File: config.mk
export PLATFORM = sky130hd
export DESIGN_NAME = switch_debouncer
export DESIGN_NICKNAME = d
export VERILOG_FILES = /design/src/rtl/switch_debouncer_pkg.sv /design/src/rtl/switch_debouncer_debounce_bit.sv /design/src/rtl/switch_debouncer.sv
export SDC_FILE = /design/constraint.sdc
export NUM_CORES = 1
export LEC_CHECK = 0
export BUFFER_PORTS_ARGS = -buffer_cell sky130_fd_sc_hd__buf_2
export CAP_MARGIN = 20
export CORE_ASPECT_RATIO = 0.7
export CORE_MARGIN = 4
export CORE_UTILIZATION = 50
export DETAILED_ROUTE_END_ITERATION = 16
export PLACE_DENSITY = 0.8
export SLEW_MARGIN = 20
export SYNTH_ARGS = -nofsm -noshare
export SYNTH_HDL_FRONTEND = slang
export SYNTH_SLANG_ARGS = --single-unit
export TNS_END_PERCENT = 30
File: constraint.sdc
create_clock -name CLK -period 2.2 [get_ports CLK]
set_input_delay 0.66 -clock CLK [delete_from_list [all_inputs] [get_ports CLK]]
set_output_delay 0.66 -clock CLK [all_outputs]
set_load 0.03 [all_outputs]
File: src/rtl/switch_debouncer_pkg.sv
// +--------------------------------------------------------------------+
// | switch_pkg                                                         |
// | Shared defaults and the debounce counter width helper.            |
// | Rev 1.0 - initial release                                          |
// +--------------------------------------------------------------------+
`default_nettype none

package switch_pkg;

  localparam int SW_WIDTH_DEF    = 16;
  localparam int SW_SYNC_DEF     = 2;
  localparam int SW_DEBOUNCE_DEF = 100000;

  // Width of a counter that must reach n-1; never narrower than one bit.
  function automatic int sw_cnt_width(input int n);
    return (n <= 2) ? 1 : $clog2(n);
  endfunction

endpackage

`default_nettype wire

File: src/rtl/switch_debouncer_debounce_bit.sv
// +--------------------------------------------------------------------+
// | debounce_bit                                                       |
// | One switch channel: synchroniser chain, run counter, stable level |
// | and registered rise/fall strobes.                                  |
// | Rev 1.0 - initial release                                          |
// +--------------------------------------------------------------------+
`default_nettype none

module debounce_bit
  import switch_pkg::*;
#(
  parameter int SYNC_STAGES     = SW_SYNC_DEF,
  parameter int DEBOUNCE_CYCLES = SW_DEBOUNCE_DEF
) (
  input  logic clk_i,
  input  logic rst_i,
  input  logic sw_i,
  output logic level_o,
  output logic rise_o,
  output logic fall_o,
  output logic event_o
);

  localparam int            CW      = sw_cnt_width(DEBOUNCE_CYCLES);
  localparam logic [CW-1:0] CNT_MAX = CW'(DEBOUNCE_CYCLES - 1);

  logic [SYNC_STAGES-1:0] sync_q, sync_d;
  logic [CW-1:0]          cnt_q, cnt_d;
  logic                   level_q, level_d;
  logic                   rise_q, rise_d;
  logic                   fall_q, fall_d;
  logic                   filt_in;

  assign sync_d  = {sync_q[SYNC_STAGES-2:0], sw_i};
  assign filt_in = sync_q[SYNC_STAGES-1];

  // Counter idles at zero whenever the input agrees with the stable level.
  always_comb begin
    cnt_d   = '0;
    level_d = level_q;
    rise_d  = 1'b0;
    fall_d  = 1'b0;
    if (filt_in != level_q) begin
      if (cnt_q == CNT_MAX) begin
        level_d = filt_in;
        rise_d  = filt_in;
        fall_d  = ~filt_in;
      end else begin
        cnt_d = cnt_q + CW'(1);
      end
    end
  end

  always_ff @(posedge clk_i) begin
    if (rst_i) begin
      sync_q  <= '0;
      cnt_q   <= '0;
      level_q <= 1'b0;
      rise_q  <= 1'b0;
      fall_q  <= 1'b0;
    end else begin
      sync_q  <= sync_d;
      cnt_q   <= cnt_d;
      level_q <= level_d;
      rise_q  <= rise_d;
      fall_q  <= fall_d;
    end
  end

  assign level_o = level_q;
  assign rise_o  = rise_q;
  assign fall_o  = fall_q;
  assign event_o = rise_d | fall_d;

endmodule

`default_nettype wire

File: src/rtl/switch_debouncer.sv
// +--------------------------------------------------------------------+
// | switch_debouncer                                                   |
// | WIDTH independent synchronised/debounced switch channels with     |
// | edge strobes. Define SWITCH_DEBOUNCER_IRQ_EN for sticky pending   |
// | flags and an IRQ line.                                             |
// | Rev 1.0 - initial release                                          |
// +--------------------------------------------------------------------+
`default_nettype none

module switch_debouncer
  import switch_pkg::*;
#(
  parameter int WIDTH           = SW_WIDTH_DEF,
  parameter int SYNC_STAGES     = SW_SYNC_DEF,
  parameter int DEBOUNCE_CYCLES = SW_DEBOUNCE_DEF
) (
  input  logic             CLK,
  input  logic             RST,
  input  logic [WIDTH-1:0] SW,
  output logic [WIDTH-1:0] SW_O,
  output logic [WIDTH-1:0] SW_RISE,
  output logic [WIDTH-1:0] SW_FALL,
  output logic             SW_CHANGED,
  input  logic [WIDTH-1:0] IRQ_CLR,
  output logic [WIDTH-1:0] IRQ_PEND,
  output logic             IRQ
);

  logic [WIDTH-1:0] event_w;
  logic             changed_q;

  for (genvar i = 0; i < WIDTH; i++) begin : g_bit
    debounce_bit #(
      .SYNC_STAGES    (SYNC_STAGES),
      .DEBOUNCE_CYCLES(DEBOUNCE_CYCLES)
    ) u_bit (
      .clk_i  (CLK),
      .rst_i  (RST),
      .sw_i   (SW[i]),
      .level_o(SW_O[i]),
      .rise_o (SW_RISE[i]),
      .fall_o (SW_FALL[i]),
      .event_o(event_w[i])
    );
  end

  // Reduced from next-state strobes so it lands in the same cycle as them.
  always_ff @(posedge CLK) begin
    if (RST) begin
      changed_q <= 1'b0;
    end else begin
      changed_q <= |event_w;
    end
  end

  assign SW_CHANGED = changed_q;

`ifdef SWITCH_DEBOUNCER_IRQ_EN
  logic [WIDTH-1:0] pend_q, pend_d;
  logic             irq_q;

  // A new event outranks a simultaneous clear.
  assign pend_d = (pend_q & ~IRQ_CLR) | SW_RISE | SW_FALL;

  always_ff @(posedge CLK) begin
    if (RST) begin
      pend_q <= '0;
      irq_q  <= 1'b0;
    end else begin
      pend_q <= pend_d;
      irq_q  <= |pend_d;
    end
  end

  assign IRQ_PEND = pend_q;
  assign IRQ      = irq_q;
`else
  logic unused_irq_clr;
  assign unused_irq_clr = ^IRQ_CLR;
  assign IRQ_PEND       = '0;
  assign IRQ            = 1'b0;
`endif

endmodule

`default_nettype wire
==> metrics <==
Root Driver=clkbuf_16; core area=0.02908 mm2; Std-Cell Rows=52; pin count of the biggest net entering global routing=35; nets=1715; setup bufs post-CTS=0; Crit Path Max Fanout=16; port bufs=66; synthesized flop and latch total=353; Async SR Flop Fraction=0%; Slew @ Worst Pin=between 0.7 and 0.8 ns; Worst EP arrival=around 2.5 ns; global route overflow=0; Die ar.=0.03255 mm2; Final Setup Violations=0; Worst R2R Path Depth=5; leakage=5.577 nW; power share of the combinational group=roughly 1.5%; Top Ports=100; Net Switching=about 0.0026 W; met1 WL=13390 um; Syn. warnings=0; WL final=approximately 29000 um; Max clock buf depth=3; Initial Util=a little over 50%; vias in the first global route=just over 10000; WL met2=13160 um; fin worst setup slack=about 0.12 ns; reg2reg start=g_bit[14].u_bit.cnt_q[12]; Unique masters post-synth=54; worst setup path start=g_bit[14].u_bit.cnt_q[12]; Hold Crit Start=SW[11]; min Tclk post-route=2.082 ns; Seq/Total Area, Yosys=between 40% and 50%; Critical Path Start Type=register; RSZ-0062 raised after global routing=no; P_int=0.01006 W; Worst EP required=between 2 and 3 ns; critical path capture point=g_bit[14].u_bit.cnt_q[15]; Yosys top cell area share=47.61%; via count=about 11000; first-pass GRT wire length=48690 um; CTS tree=built; antenna violations before repair=0; fmax=between 0.4 and 0.5 GHz; total track usage=~17%; Post-Syn Instances=1624; post-DP HPWL=roughly 20000 um; # clock sinks=between 300 and 400; fin. max-slew vios=0; DR DRC count=0; Starting DRT DRC Count=719; power per cell area=772.9 mW/mm2; CP endpoint kind=register; clock skew=roughly 0.018 ns; status=completed; Max VDD drop=0.5846 mV; die extent in x=213.9 um; Routed met3 length=1359 um; Setup WS pre-CTS=about 0.086 ns; Main synth FF type=dfxtp_1; CP Class=register to register; Switching Fraction=20.65%; Syn Area/Cell=9.141 um2; Synth area leader=dfxtp_1; normalized max-slew margin=about 50%; H-Tree Depth=2; Die H=152.2 um; worst hold path class=primary input to register; GPL Wtd Cong=0.8193; final worst-path cycle share=94.64%; Clk pin slew, worst setup/hold paths=0.06 ns; Max-Cap Viols=0; via/cell ratio=5.251; DR WL/cell=13.84 um; Antenna diodes=0; number of synthesized flops with an enable pin=0; synth top area cells=dfxtp_1, nor2_1, xor2_1; final hold violations=0; Setup TNS=0 ns; CTS Buf Count=35; sequential power share=about 50%; Clock Latency Late Sink=0.53 ns; register-to-register setup slack=0.12 ns; Pre-Repair DR Iteration Count=5; Post-Syn Area=0.01484 mm2; Top Metal Used=met4; R2R Path End=g_bit[14].u_bit.cnt_q[15]; Area Overhead vs Synth=10.46%; share of layout cells above drive strength 1=a little under a tenth; clock share of power=47.5%; antenna-violating nets left=0
==> metrics by stage <==
stage / total power [W] / instances / utilization (%) / hold WS (ns) / instance area [um2]
4_1_cts: 0.01282 / 2067 / 56.35 / 0.3216 / 16390
3_3_place_gp: 0.006785 / 2006 / 52.34 / 0.4172 / 15220
3_5_place_dp: 0.006790 / 2006 / 52.34 / 0.4253 / 15220
2_1_floorplan: 0.006752 / 1640 / - / 0.4126 / 14900
5_1_grt: 0.01312 / 2067 / 56.38 / 0.3395 / 16400
6_report: 0.01267 / 2067 / 56.38 / 0.3387 / 16400
==> cell type report <==
cell class	instances	area, um2
Tap cell	378	473.0
Inverter	41	153.9
Clock buffer	49	1008
Timing Repair Buffer	89	518.0
Multi-Input combinational cell	1145	7019
Clock inverter	12	157.7
Fill cell	2513	12690
Sequential cell	353	7067
==> synthesized netlist by cell type (2+ instances only) <==
cell,number
nand3_1,91
nor2b_1,35
and2_1,3
nand4_1,55
nor2_1,308
nand2_2,2
nand4b_1,5
xor2_1,124
buf_2,6
nand2_1,89
buf_1,2
and4_1,20
clkbuf_1,20
mux2i_1,14
nor4b_2,2
inv_1,40
and3_1,37
nor3_1,26
or4bb_1,4
nor4_1,12
or3_1,34
dfxtp_1,353
or2_2,5
or4_1,10
nand2b_1,3
nor4bb_1,12
a21oi_1,27
buf_6,3
nand4bb_1,2
ha_1,16
or4b_1,4
o2bb2ai_1,2
nor4b_1,32
and3b_1,4
buf_4,70
o21ai_0,25
nor3b_1,4
xnor2_1,107
==> registers in the layout (all words and copies together) (netlist names) <==
register             flops
g_bit.u_bit.rise_o      16
g_bit.u_bit.cnt_q      272
g_bit.u_bit.level_o     16
g_bit.u_bit.fall_o      16
g_bit.u_bit.sync_q      32
SW_CHANGED               1
==> cells in the final DEF (no fill, tap or decap), drive strengths merged, types with 10 or more instances in the layout <==
master | Yosys | final
a21oi | 27 | 27
and3 | 37 | 37
and4 | 20 | 20
buf | 81 | 89
clkbuf | 20 | 49
conb | 1 | 17
dfxtp | 353 | 353
ha | 16 | 16
inv | 41 | 44
mux2i | 14 | 14
nand2 | 92 | 92
nand3 | 91 | 91
nand4 | 55 | 55
nor2 | 308 | 308
nor2b | 35 | 35
nor3 | 26 | 26
nor4 | 14 | 14
nor4b | 34 | 34
nor4bb | 12 | 12
o21ai | 25 | 25
or3 | 34 | 34
or4 | 10 | 10
xnor2 | 107 | 107
xor2 | 124 | 124
==> worst min-delay path by stage <==
stage / endpoint / slack, ns / cells past startpoint
after floorplan: g_bit[4].u_bit.cnt_q[0] / 0.41 / 1
after global placement: g_bit[11].u_bit.sync_q[1] / 0.42 / 1
after detailed placement: g_bit[11].u_bit.sync_q[1] / 0.43 / 1
after CTS: g_bit[11].u_bit.sync_q[0] / 0.32 / 2
after global routing: g_bit[11].u_bit.sync_q[0] / 0.34 / 2
final: g_bit[11].u_bit.sync_q[0] / 0.34 / 2
==> what timing repair did <==
action                                  CTS  global route
gates resized for setup                   0             1
endpoints found under the setup margin    0             1
hold buffers                              0             0
==> metal layers <==
layer	global-route usage, %	vias to the layer above
li1	-	5504
met1	22.68	5070
met5	0	-
met2	28.56	234
met3	3.548	46
met4	5.646	0
==> kinds of logic (layout without fill, tap and decap cells) <==
group	after synthesis	in the layout	share of synthesized area, %
XOR/XNOR	231	231	13.63
AND/OR/NAND/NOR	805	805	28.39
multiplexers	14	14	0.9440
buffers and inverters	142	191	5.563
adder cells (fa/ha/maj)	16	16	1.349
AO/OA/AOI/OAI	62	62	2.495
other	1	17	0.02526
flip-flops	353	353	47.61
==> critical path, cell delays in order, from the launching register on <==
cell     delay [ns]
dfxtp_1        0.34
or4b_1         0.52
or4_1          0.64
buf_4          0.22
nand2_4        0.16
a21oi_1        0.07
==> power groups by stage <==
stage | clock network (W) | logic [W] | registers, W
global placement | 0 | 0.000190 | 0.00660
floorplan | 0 | 0.000164 | 0.00659
detailed placement | 0 | 0.000194 | 0.00660
global route | 0.00645 | 0.000214 | 0.00645
CTS | 0.00617 | 0.000196 | 0.00645
finish | 0.00602 | 0.000195 | 0.00645
Power figures use the tool's default switching activity.
